--- config.mk ---
export PLATFORM = sky130hd
export DESIGN_NAME = alu_seq
export DESIGN_NICKNAME = d
export VERILOG_FILES = /design/src/rtl/alu_pkg.sv /design/src/rtl/alu_mul_iter.sv /design/src/rtl/alu_seq.sv
export SDC_FILE = /design/constraint.sdc
export NUM_CORES = 1
export LEC_CHECK = 0
export CAP_MARGIN = 30
export CORE_MARGIN = 4
export CORE_UTILIZATION = 30
export DETAILED_ROUTE_END_ITERATION = 8
export GPL_ROUTABILITY_DRIVEN = 0
export GPL_TIMING_DRIVEN = 0
export PLACE_DENSITY_LB_ADDON = 0.12
export SLEW_MARGIN = 20
export SYNTH_ARGS = -nofsm -noshare
export SYNTH_HDL_FRONTEND = slang
export SYNTH_HIERARCHICAL = 1
export SYNTH_SLANG_ARGS = --single-unit
--- constraint.sdc ---
create_clock -name clk -period 6.04 [get_ports clk]
set_input_delay 1.51 -clock clk [delete_from_list [all_inputs] [get_ports clk]]
set_output_delay 1.51 -clock clk [all_outputs]
set_load 0.005 [all_outputs]
--- src/rtl/alu_pkg.sv ---
// Shared opcode map, FSM encoding and opcode legality check for the sequential ALU.
package alu_pkg;

    localparam logic [3:0] OP_ADD = 4'd0;
    localparam logic [3:0] OP_EQ  = 4'd1;
    localparam logic [3:0] OP_GT  = 4'd2;
    localparam logic [3:0] OP_LT  = 4'd3;
    localparam logic [3:0] OP_SUB = 4'd4;
    localparam logic [3:0] OP_AND = 4'd5;
    localparam logic [3:0] OP_OR  = 4'd6;
    localparam logic [3:0] OP_XOR = 4'd7;
    localparam logic [3:0] OP_MOV = 4'd8;
    localparam logic [3:0] OP_MUL = 4'd9;

    typedef enum logic {
        ST_IDLE = 1'b0,
        ST_MUL  = 1'b1
    } state_e;

    function automatic logic is_legal(input logic [3:0] op);
        return (op <= OP_MUL);
    endfunction

endpackage

--- src/rtl/alu_mul_iter.sv ---
// Shift-add multiplier: one partial product per cycle, WIDTH cycles after start.
// done_o is high in the last iteration cycle; prod_o is the value the accumulator takes on that edge.
module alu_mul_iter #(
    parameter int WIDTH = 4
) (
    input  logic             clk,
    input  logic             rst_n,
    input  logic             start_i,
    input  logic [WIDTH-1:0] a_i,
    input  logic [WIDTH-1:0] b_i,
    output logic             done_o,
    output logic [WIDTH-1:0] prod_o
);

    localparam int CW = $clog2(WIDTH + 1);

    logic [CW-1:0]    cnt_q, cnt_d;
    logic [WIDTH-1:0] acc_q, acc_d;
    logic [WIDTH-1:0] a_q, a_d;
    logic [WIDTH-1:0] b_q, b_d;
    logic [WIDTH-1:0] sum;

    always_comb begin
        cnt_d  = cnt_q;
        acc_d  = acc_q;
        a_d    = a_q;
        b_d    = b_q;
        sum    = acc_q + (b_q[0] ? a_q : '0);
        done_o = (cnt_q == CW'(1));
        prod_o = sum;
        if (start_i) begin
            cnt_d = CW'(WIDTH);
            acc_d = '0;
            a_d   = a_i;
            b_d   = b_i;
        end else if (cnt_q != '0) begin
            // Bits shifted out of a_q only affect product bits above WIDTH.
            acc_d = sum;
            a_d   = a_q << 1;
            b_d   = b_q >> 1;
            cnt_d = cnt_q - CW'(1);
        end
    end

    always_ff @(posedge clk or negedge rst_n) begin
        if (!rst_n) begin
            cnt_q <= '0;
            acc_q <= '0;
            a_q   <= '0;
            b_q   <= '0;
        end else begin
            cnt_q <= cnt_d;
            acc_q <= acc_d;
            a_q   <= a_d;
            b_q   <= b_d;
        end
    end

endmodule

--- src/rtl/alu_seq.sv ---
// Registered ALU with valid/ready handshake on both sides; MUL iterates in alu_mul_iter,
// every other op completes in the accept cycle.
module alu_seq
    import alu_pkg::*;
#(
    parameter int WIDTH = 4,
    parameter int CODE  = 4
) (
    input  logic             clk,
    input  logic             rst_n,
    input  logic             in_valid,
    output logic             in_ready,
    input  logic [WIDTH-1:0] a,
    input  logic [WIDTH-1:0] b,
    input  logic [CODE-1:0]  opcode,
    output logic             out_valid,
    input  logic             out_ready,
    output logic [WIDTH-1:0] y,
    output logic             z,
    output logic             carry,
    output logic             err
);

    state_e           state_q, state_d;
    logic             ov_q, ov_d;
    logic [WIDTH-1:0] y_q, y_d;
    logic             z_q, z_d;
    logic             c_q, c_d;
    logic             e_q, e_d;

    logic             accept;
    logic             mul_start;
    logic             mul_done;
    logic [WIDTH-1:0] mul_prod;

    logic [WIDTH:0]   add_s;
    logic [WIDTH-1:0] r_y;
    logic             r_z, r_c, r_e;

    assign in_ready  = (state_q == ST_IDLE) && (!ov_q || out_ready);
    assign accept    = in_valid && in_ready;
    assign mul_start = accept && (opcode == OP_MUL);

    alu_mul_iter #(.WIDTH(WIDTH)) u_mul (
        .clk    (clk),
        .rst_n  (rst_n),
        .start_i(mul_start),
        .a_i    (a),
        .b_i    (b),
        .done_o (mul_done),
        .prod_o (mul_prod)
    );

    // Single-cycle result mux; MUL is produced by the iterator instead.
    always_comb begin
        add_s = {1'b0, a} + {1'b0, b};
        r_y   = '0;
        r_c   = 1'b0;
        r_e   = !is_legal(opcode);
        case (opcode)
            OP_ADD: begin r_y = add_s[WIDTH-1:0]; r_c = add_s[WIDTH]; end
            OP_SUB: begin r_y = a - b;            r_c = (a < b);      end
            OP_AND: r_y = a & b;
            OP_OR:  r_y = a | b;
            OP_XOR: r_y = a ^ b;
            OP_MOV: r_y = b;
            default: r_y = '0;
        endcase
        case (opcode)
            OP_EQ:   r_z = (a == b);
            OP_GT:   r_z = (a > b);
            OP_LT:   r_z = (a < b);
            default: r_z = r_e ? 1'b0 : (r_y == '0);
        endcase
    end

    always_comb begin
        state_d = state_q;
        ov_d    = ov_q;
        y_d     = y_q;
        z_d     = z_q;
        c_d     = c_q;
        e_d     = e_q;
        if (ov_q && out_ready) ov_d = 1'b0;
        case (state_q)
            ST_IDLE: begin
                if (mul_start) begin
                    state_d = ST_MUL;
                end else if (accept) begin
                    ov_d = 1'b1;
                    y_d  = r_y;
                    z_d  = r_z;
                    c_d  = r_c;
                    e_d  = r_e;
                end
            end
            ST_MUL: begin
                if (mul_done) begin
                    state_d = ST_IDLE;
                    ov_d    = 1'b1;
                    y_d     = mul_prod;
                    z_d     = (mul_prod == '0);
                    c_d     = 1'b0;
                    e_d     = 1'b0;
                end
            end
            default: state_d = ST_IDLE;
        endcase
    end

    always_ff @(posedge clk or negedge rst_n) begin
        if (!rst_n) begin
            state_q <= ST_IDLE;
            ov_q    <= 1'b0;
            y_q     <= '0;
            z_q     <= 1'b0;
            c_q     <= 1'b0;
            e_q     <= 1'b0;
        end else begin
            state_q <= state_d;
            ov_q    <= ov_d;
            y_q     <= y_d;
            z_q     <= z_d;
            c_q     <= c_d;
            e_q     <= e_d;
        end
    end

    assign out_valid = ov_q;
    assign y         = y_q;
    assign z         = z_q;
    assign carry     = c_q;
    assign err       = e_q;

endmodule

==> run summary, run 1 <==
Cells after DPL = 323
Per-cell routed wire length = 14.51 µm
Clk slew on worst S/H paths = 90 ps
Delay-heaviest family, CP = buffers and inverters
Post-CTS Hold Fix Bufs = 0
Cell taking the most area after synthesis = dfrtp_1
Sequential share of the synthesized area = 0.3019
Post-synth cell types = 55
Final slew viol count = 0
Synth Area per Inst = 8.921 µm²
Critical path's slowest cell = clkdlybuf4s50_1
Initial antenna violation count = 0
GRT Total Usage = 0.1260
TritonCTS Buffers = 3
# diodes = 0
Leading post-synthesis cells by cell area = dfrtp_1 (30%), ha_1 (11%), mux2i_1 (5.0%), nand2_1 (4.7%), a21oi_1 (3.3%)
# rows = 29
Worst vdd ir = 0.2062 mV
Yosys top cell area share = 0.3019
Worst EP required = 4530 ps
Die width = 89.44 µm
WL final = 4744 µm
Post-DP HPWL = 3744 µm
Top-count cell post-synth = nand2_1
Critical path class = in2out
Async SR Flop Fraction = 1.000
Vias after detailed routing = 1,627
Combinational power share = 0.458
CP endpoint kind = output pin
Critical path data arrival time = 2700 ps
Syn Inst Count = 223
TritonCTS clock tree = built
Tmin final = 4209 ps
GRT overflow = 0
Rel. slew slack = 0.6326
Critical path cell sequence = clkdlybuf4s50_1 > o21a_1 > clkdlybuf4s50_1
Commonest cells post-synth = nand2_1 (25), dfrtp_1 (24), ha_1 (18), inv_1 (15), a21oi_1 (13)
Post-CTS Repair Setup Buffers = 0
PwrDens = 303.6 mW/mm²
Post-cts sizing count = 0
Final core utilization = 0.3730
Layout cell share with drive strength beyond 1 = 0.1120
Hold_ws = 483.6 ps
Max Fclk = 0.2376 GHz
Longest Clk Path Bufs = 2
Critical path launch point type = input pin
H-tree Lvls = 1
CP peak stage delay = 520 ps
Worst-Margin Slew = 551.1 ps
Sequential share of power = 0.346
Internal = 0.0004689 W
Final setup viols = 0
Busiest layer in global routing = met2
NetSw = 0.0002544 W
Die Span Y = 89.44 µm
First-pass detailed-route iteration total = 4
# Max-Cap Violations = 0
Clock root buffer = clkbuf_8
Leakage = 1.058 nW
Unrepaired setup endpoints after global routing = no
Worst path most repeated cell = clkdlybuf4s50_1
DRC = 0
Starting DRT DRC Count = 57
M1 GR Usage = 0.1773
Layout area overhead = 19.75%
Synth Net Count = 260
Nets = 288
Buffer and inverter count on the worst path = 2
Switching share of power = 0.3517
Pin count of the biggest net entering global routing = 25
I/O Pins = 25
#FFs+latches synth = 24
Final Hold Violating Endpoints = 0
Die area = 0.007999 mm²
Non-Filler Instances = 327
Routing usage on met3 = 0.02396
Number of synthesized flops with an enable pin = 0
Layout Skew = 4.639 ps
Mapped cell area = 0.001989 mm²
# fillers = 680
Number of port buffers = 23
Starting Density = 0.3115
Vias/cell = 4.976
Number of global-route vias before repair = 1,585
Clk network pwr share = 0.197
Synth warn = 6
Period utilization = 0.6968
GR Util met2 = 0.2056
Clock Latency Late Sink = 270 ps
Synth Flop Type = dfrtp_1
Largest fanout on the critical path = 3
Fin Setup TNS = 0 ps
Min-Delay Path Class = reg2reg
First-pass GRT wire length = 7886 µm
Core ar. = 0.006386 mm²
DRT antenna net count = 0
Outcome = complete, no violations
Clock sink count = 24
## kinds of logic after synthesis
| kind of cell | Yosys count | synth area share |
|---|---|---|
| AO/OA/AOI/OAI | 56 | 0.1874 |
| XOR/XNOR | 6 | 0.02641 |
| adder cells (fa/ha/maj) | 21 | 0.1434 |
| buffers and inverters | 29 | 0.07546 |
| flip-flops | 24 | 0.3019 |
| multiplexers | 11 | 0.05598 |
| AND/OR/NAND/NOR | 76 | 0.2094 |
## state kept, by name (all words and copies together), names as in the netlist
name and cells:
carry 1, err 1, out_valid 1, state_q 1, u_mul/a_q 4, u_mul/acc_q 4
u_mul/b_q 4, u_mul/cnt_q 3, y 4, z 1
## power groups by stage
stage,clock (W),sequential (W),combinational (W)
floorplan,0,0.000249,0.000214
global placement,0,0.000254,0.000336
detailed placement,0,0.000254,0.000336
CTS,0.000147,0.000251,0.000338
global route,0.000156,0.000259,0.000374
finish,0.000142,0.000250,0.000331
## worst min-delay path, stage by stage (launching register included)
cell and delay [ps]:
dfrtp_1 350, nand2_1 50, o31ai_1 50
## worst paths after layout
check                                  to  slack, ps  cells past startpoint          from
min                                 carry        480                      2         carry
max in group asynchronous               z       4460                      1         rst_n
min reg2reg                         carry        480                      2         carry
max reg2reg                             z       3870                      9  u_mul/b_q[0]
min in group asynchronous  u_mul/cnt_q[0]       1220                      1         rst_n
max                              in_ready       1830                      3     out_ready
## routing by layer
layer	wire, µm	vias to the layer above
met4	19	0
met1	2361	764
li1	-	839
met5	0	-
met2	2204	22
met3	158	2
## stage by stage
stage                     setup slack (ps)  total power, W  instance area [µm²]
after global routing                  1789       0.0007880                 2382
after floorplan                       2831       0.0004632                 1989
after global placement                1827       0.0005898                 2316
final                                 1831       0.0007234                 2382
after CTS                             1820       0.0007349                 2382
after detailed placement              1825       0.0005891                 2311
## placed cells by master, fill, tap and decap left out, types with 4 or more instances in the layout
cell,netlist,layout
clkdlybuf4s50_1,0,22
and2_1,4,4
nor3_1,4,4
nor4_1,4,4
o21ai_0,11,11
nor2_1,11,11
nand3_1,5,5
o21ai_1,5,5
mux2i_1,10,10
dfrtp_1,24,24
inv_1,15,15
buf_4,4,4
buf_2,3,4
nor2b_1,4,4
xnor2_1,5,5
nand2_1,25,25
ha_1,18,18
a21oi_1,13,13
## area by class of cell
type,instances,area [µm²],share of cell area
buffer,12,86.33,0.03624
clock inverter,1,30.03,0.01261
tap,77,96.34,0.04044
multi-input combinational,170,1239,0.5200
clock buffer,3,41.29,0.01733
inverter,17,63.81,0.02679
timing repair buffer,23,225.2,0.09454
sequential,24,600.6,0.2521
Note: power is estimated with default switching activity, not from simulation.
==> run 2: changes to the inputs <==
==> constraint.sdc (replaced) <==
create_clock -name clk -period 3.7 [get_ports clk]
set_input_delay 0.925 -clock clk [delete_from_list [all_inputs] [get_ports clk]]
set_output_delay 0.925 -clock clk [all_outputs]
set_load 0.005 [all_outputs]
==> results of run 2 <==
Same layout as run 1 (identical final DEF). Status: complete, no violations.
Among the figures that moved: setup slack after placement 1825 ps -> 319.0 ps; setup slack after layout 1831 ps -> 595.4 ps; start point of the critical path out_ready -> a[0]; end point of the critical path in_ready -> z; register-to-register setup slack 3870 ps -> 1530 ps; total power 0.0007234 W -> 0.001181 W; worst IR drop on VDD 0.2062 mV -> 0.3367 mV
